$ cat config.mk
export PLATFORM = sky130hd
export DESIGN_NAME = ao_vector_driver
export DESIGN_NICKNAME = d
export VERILOG_FILES = /design/src/rtl/ao_vector_driver.sv
export SDC_FILE = /design/constraint.sdc
export NUM_CORES = 1
export LEC_CHECK = 0
export ABC_AREA = 1
export BUFFER_PORTS_ARGS = -buffer_cell sky130_fd_sc_hd__buf_2
export CAP_MARGIN = 20
export CORE_MARGIN = 5
export CORE_UTILIZATION = 52
export CTS_BUF_LIST = sky130_fd_sc_hd__clkbuf_16
export CTS_CLUSTER_DIAMETER = 60
export CTS_CLUSTER_SIZE = 25
export DETAILED_ROUTE_END_ITERATION = 6
export PLACE_DENSITY_LB_ADDON = 0.2
export SKIP_LAST_GASP = 1
export SYNTH_ARGS = -nofsm -noshare
export SYNTH_HDL_FRONTEND = slang
export SYNTH_SLANG_ARGS = --single-unit
$ cat constraint.sdc
create_clock -name clk -period 1.65 [get_ports clk]
set_clock_uncertainty 0.15 [all_clocks]
set_input_delay 0.2475 -clock clk [delete_from_list [all_inputs] [get_ports clk]]
set_output_delay 0.2475 -clock clk [all_outputs]
set_load 0.005 [all_outputs]
$ cat src/rtl/ao_vector_driver.sv
// ao_vector_driver
// Exhaustive stimulus driver and checker for an AND-OR gate y = (a&b)|(c&d).
// A start request applies vectors 0000..1111 to the gate inputs in order.
// Each vector is held for SETTLE cycles plus one check cycle. The gate output
// is sampled on the edge that leaves the check cycle and compared against the
// expected AND-OR value.
//
// Ports
//   clk        in   rising-edge clock
//   rst_n      in   asynchronous active-low reset
//   start      in   run request, honoured only while idle
//   y          in   gate output under test
//   a,b,c,d    out  registered gate drive, {a,b,c,d} = current vector
//   busy       out  high while vectors are being applied
//   done       out  one-cycle pulse at the end of a run
//   err_cnt    out  number of mismatching vectors in the last run (0..16)
//   fail_valid out  at least one mismatch seen in the last run
//   fail_vec   out  {a,b,c,d} of the first mismatch
//
// SETTLE must be 1 or larger.
module ao_vector_driver #(
  parameter int unsigned SETTLE = 2
) (
  input  logic       clk,
  input  logic       rst_n,
  input  logic       start,
  input  logic       y,
  output logic       a,
  output logic       b,
  output logic       c,
  output logic       d,
  output logic       busy,
  output logic       done,
  output logic [4:0] err_cnt,
  output logic       fail_valid,
  output logic [3:0] fail_vec
);

  localparam int unsigned VEC_W  = 4;
  localparam int unsigned ERR_W  = 5;
  localparam int unsigned WCNT_W = (SETTLE > 1) ? $clog2(SETTLE) : 1;

  localparam logic [WCNT_W-1:0] WCNT_LAST = WCNT_W'(SETTLE - 1);
  localparam logic [VEC_W-1:0]  VEC_LAST  = '1;

  typedef enum logic [1:0] {
    S_IDLE,
    S_WAIT,
    S_CHECK,
    S_DONE
  } state_e;

  state_e state, state_n;

  // Current vector; it is also the registered gate drive.
  logic [VEC_W-1:0]  vec, vec_n;
  logic [WCNT_W-1:0] wcnt, wcnt_n;
  logic              busy_n, done_n;
  logic [ERR_W-1:0]  err_cnt_n;
  logic              fail_valid_n;
  logic [VEC_W-1:0]  fail_vec_n;
  logic              exp_y;
  logic              mismatch;

  assign {a, b, c, d} = vec;

  // State register.
  always_ff @(posedge clk or negedge rst_n) begin
    if (!rst_n) begin
      state <= S_IDLE;
    end else begin
      state <= state_n;
    end
  end

  // Datapath and output registers.
  always_ff @(posedge clk or negedge rst_n) begin
    if (!rst_n) begin
      vec        <= '0;
      wcnt       <= '0;
      busy       <= 1'b0;
      done       <= 1'b0;
      err_cnt    <= '0;
      fail_valid <= 1'b0;
      fail_vec   <= '0;
    end else begin
      vec        <= vec_n;
      wcnt       <= wcnt_n;
      busy       <= busy_n;
      done       <= done_n;
      err_cnt    <= err_cnt_n;
      fail_valid <= fail_valid_n;
      fail_vec   <= fail_vec_n;
    end
  end

  // Next-state, vector sequencing and result accumulation.
  always_comb begin
    state_n      = state;
    vec_n        = vec;
    wcnt_n       = wcnt;
    err_cnt_n    = err_cnt;
    fail_valid_n = fail_valid;
    fail_vec_n   = fail_vec;
    exp_y        = (vec[3] & vec[2]) | (vec[1] & vec[0]);
    mismatch     = 1'b0;

    unique case (state)
      S_IDLE: begin
        // Accepting a run clears the previous results and restarts at 0000.
        if (start) begin
          state_n      = S_WAIT;
          vec_n        = '0;
          wcnt_n       = '0;
          err_cnt_n    = '0;
          fail_valid_n = 1'b0;
          fail_vec_n   = '0;
        end
      end

      S_WAIT: begin
        if (wcnt == WCNT_LAST) begin
          state_n = S_CHECK;
        end else begin
          wcnt_n = wcnt + 1'b1;
        end
      end

      S_CHECK: begin
        mismatch = (y != exp_y);
        if (mismatch) begin
          // Sixteen errors fit in ERR_W bits, so no saturation is needed.
          err_cnt_n = err_cnt + 1'b1;
          if (!fail_valid) begin
            fail_valid_n = 1'b1;
            fail_vec_n   = vec;
          end
        end
        if (vec == VEC_LAST) begin
          state_n = S_DONE;
        end else begin
          state_n = S_WAIT;
          vec_n   = vec + 1'b1;
          wcnt_n  = '0;
        end
      end

      S_DONE: begin
        state_n = S_IDLE;
      end

      default: begin
        state_n = S_IDLE;
      end
    endcase

    // Status flags are registered from the state being entered.
    busy_n = (state_n == S_WAIT) || (state_n == S_CHECK);
    done_n = (state_n == S_DONE);
  end

endmodule

==> summary.md <==
| Metric | Value |
|---|---|
| Root Buffer Master | sky130_fd_sc_hd__clkbuf_16 |
| Vias post-DR | 754 |
| DRT Pass-1 Iters | 4 |
| Static Leakage | approximately 0.62 nW |
| Post-CTS clock slew at the launch and capture registers of the worst setup and hold paths | 0.05 ns |
| Overall fraction of global-route tracks in use | 0.162 |
| Critical path endpoint category | flip-flop |
| Cell type with the highest occurrence count on the critical path | sky130_fd_sc_hd__ha_1 |
| Tmin final | 1.50 ns |
| Max-slew headroom | 0.720 |
| Met3 global-route usage | 0.0342 |
| Average instance area after synthesis | 9.55 sq um |
| Most frequent standard cell in the layout excluding fill and tap cells | sky130_fd_sc_hd__nand2_1 |
| IO Pins | 20 |
| Final antenna diode count | 0 |
| H-tree Lvls | 1 |
| Setup TNS | 0 ns |
| Number of buffers inserted during clock tree synthesis | 3 |
| Via count of the first global-routing pass | between 700 and 800 |
| R2R depth | 6 |
| Highest clock frequency the design can meet | approximately 670 MHz |
| Startpoint of the most critical register-to-register path | vec[1] |
| Count of antenna-violating nets left after detailed routing | 0 |
| Die ar. | ~2700 sq um |
| Number of warnings issued by yosys | 0 |
| Detailed router's first-iteration violation count | 6 |
| Final-report setup violation count | 0 |
| Post-detailed-route DRC marker count | 0 |
| Synthesized netlist net count | 105 |
| Max-cap violations | 0 |
| Port Buf Inserts | 19 |
| Final #Nets | 133 |
| Data required time of the worst path | between 1.5 and 2 ns |
| Count of filler cells inserted in the layout | 162 |
| Proportion of netlist area held by the largest area contributor | 0.508 |
| Startpoint of the worst hold path | y |
| Area of the mapped netlist | ~940 sq um |
| Maximum number of pins on one net before global-route repair | 20 |
| Met1 track demand over resource | 0.208 |
| Data arrival at the endpoint of the critical path | between 1 and 1.5 ns |
| Biggest fanout along the worst timing path | 4 |
| Starting density of the core | 0.542 |
| Run status | complete, no violations |
| Worst voltage drop across the vdd grid | 0.881 mV |
| Number of antenna violations at the first check in global routing | 0 |
| Beginning of the critical path | vec[1] |
| Sum of net half-perimeters after detailed placement | 1350 um |
| Flop-to-flop setup slack | 0.15 ns |
| Cells after synthesis | 98 |
| RSZ-0062 raised after global routing | no |
| Commonest cells after routing, fill and taps aside | sky130_fd_sc_hd__nand2_1, sky130_fd_sc_hd__dfrtp_1, sky130_fd_sc_hd__buf_2 |
| Slew at the pin closest to its max-slew limit | 0.420 ns |
| Hold-critical path depth | 5 |
| Chain of cells forming the critical path | ha_1, inv_2, nor2_2, nand2_2, o21ai_0, ha_1 |
| Top cell type by total area after synthesis | sky130_fd_sc_hd__dfrtp_1 |
| Final WL | 1770 um |
| Layout overhead on the synthesized area | 25.5% |
| Weighted congestion reported at the end of routability-driven placement | 0.785 |
| Final Max Tran Viols | 0 |
| Height of the die | 52.4 um |
| Kind of start point of the critical path | flip-flop |
| Final Hold Violating Endpoints | 0 |
| Die Span X | between 50 and 60 um |
| Tcrit/Tclk final | 0.910 |
| Core box area | 1730 sq um |
| Clock net sink count | 19 |
| First-pass GRT wire length | 3250 um |
| Reg2reg end | busy |
| Count of distinct cell types in the synthesized netlist | 24 |
| Insertion delay to the later sink of the worst-skew pair | between 0.2 and 0.3 ns |
| Power density over the cells | 1520 nW/um^2 |
| Flop and latch count out of synthesis | 19 |
| Avg WL per Cell | roughly 12 um |
| DR vias/cell | 5.03 |
| Worst hold-check slack | 0.302 ns |
| Hold worst-path end | fail_vec[2] |
| GR peak layer | met2 |
| Highest cell delay on the worst timing path | about 0.37 ns |
| Slowest-stage cell, CP | sky130_fd_sc_hd__dfrtp_1 |
| M2 GR Usage | 0.252 |
| # Post-CTS Setup Buffers | 0 |
| TritonCTS clock tree | done |
| Total congestion overflow after global routing | 0 |
| Fraction of final layout cells sized beyond drive strength 1 | 0.360 |
| Hold crit path type | input pin to flip-flop |
| Dominant cells by area after synthesis | sky130_fd_sc_hd__dfrtp_1, sky130_fd_sc_hd__nand2_1, sky130_fd_sc_hd__ha_1, sky130_fd_sc_hd__nand3_1, sky130_fd_sc_hd__o21ai_1 |
| Critical path class | flip-flop to flip-flop |
| Sequential fraction of the synthesis area | 0.508 |
| Number of core rows | 15 |
| Number of buffers on the longest clock path | 2 |
Yosys cell counts (all sizes together):
cell type,n
a21oi,3
xor2,2
buf,1
clkinv,1
nand3,10
or2,1
xnor2,1
nand4,5
nand2,32
ha,3
nor3,1
nor2,3
o21ai,9
inv,7
dfrtp,19
worst max-delay path: cells and delay by family (launching register included):
| kind | cells | cell delay [ns] |
|---|---|---|
| adder cells (fa/ha/maj) | 2 | 0.50 |
| flip-flops | 1 | 0.37 |
| AND/OR/NAND/NOR | 2 | 0.15 |
| AO/OA/AOI/OAI | 1 | 0.11 |
| buffers and inverters | 1 | 0.10 |
metrics by stage:
stage          setup WS (ns)  instances  total power, mW  utilization  area, sq um
5_1_grt               0.0510        150             1.93        0.680         1170
4_1_cts               0.0826        150             1.80        0.680         1170
2_1_floorplan         0.0945         98             1.07            -          936
3_5_place_dp          0.0965        145             1.30        0.628         1080
3_3_place_gp           0.124        145             1.29        0.628         1080
6_report               0.149        150             1.79        0.680         1170
worst max path at each step:
stage          cells past startpoint  slack [ns]    to
6_report                           6        0.15  busy
3_5_place_dp                       6         0.1  busy
4_1_cts                            6        0.08  busy
5_1_grt                            6        0.05  busy
3_3_place_gp                       6        0.12  busy
2_1_floorplan                      6        0.09  busy
layout make-up:
type	instances	area, sq um	area share
Inverter	8	31.3	0.0266
Tap cell	25	31.3	0.0266
Clock buffer	3	75.1	0.0639
Sequential cell	19	475	0.405
Clock inverter	1	5.00	0.00426
Timing Repair Buffer	24	135	0.115
Multi-Input combinational cell	70	422	0.359
flip-flops by register name, summed over array words and instances, names as in the netlist:
name	count
fail_vec	4
err_cnt	5
fail_valid	1
done	1
wcnt	1
vec	4
busy	1
state	2
kinds of logic after synthesis:
logic type                 after synthesis  share of synthesized area
AOI/OAI and AO/OA                       12                     0.0682
xor gates and xnor gates                 3                     0.0281
buffers and inverters                    9                     0.0414
DFF                                     19                      0.508
and+or+nand+nor                         52                      0.314
adders and majority gates                3                     0.0401
power breakdown:
| group | leakage [nW] | switching [mW] | total (mW) | internal [mW] |
|---|---|---|---|---|
| clock | 0.0409 | 0.170 | 0.495 | 0.325 |
| sequential | 0.253 | 0.0818 | 0.672 | 0.590 |
| combinational | 0.331 | 0.369 | 0.622 | 0.253 |
| total | 0.625 | 0.621 | 1.79 | 1.17 |
per-layer routing:
metal / routed length (um) / share of wire / vias to the layer above
met3: 66 / 0.037 / 5
met5: 0 / 0 / -
met4: 43 / 0.024 / 0
met1: 812 / 0.46 / 356
met2: 850 / 0.48 / 13
li1: - / - / 380
repair_timing:
item | CTS | global route
gates resized for setup | 0 | 1
hold buffers | 1 | 0
endpoints found under the setup margin | 0 | 1
endpoints found under the hold margin | 19 | 0
Note: power is estimated with default switching activity, not from simulation.
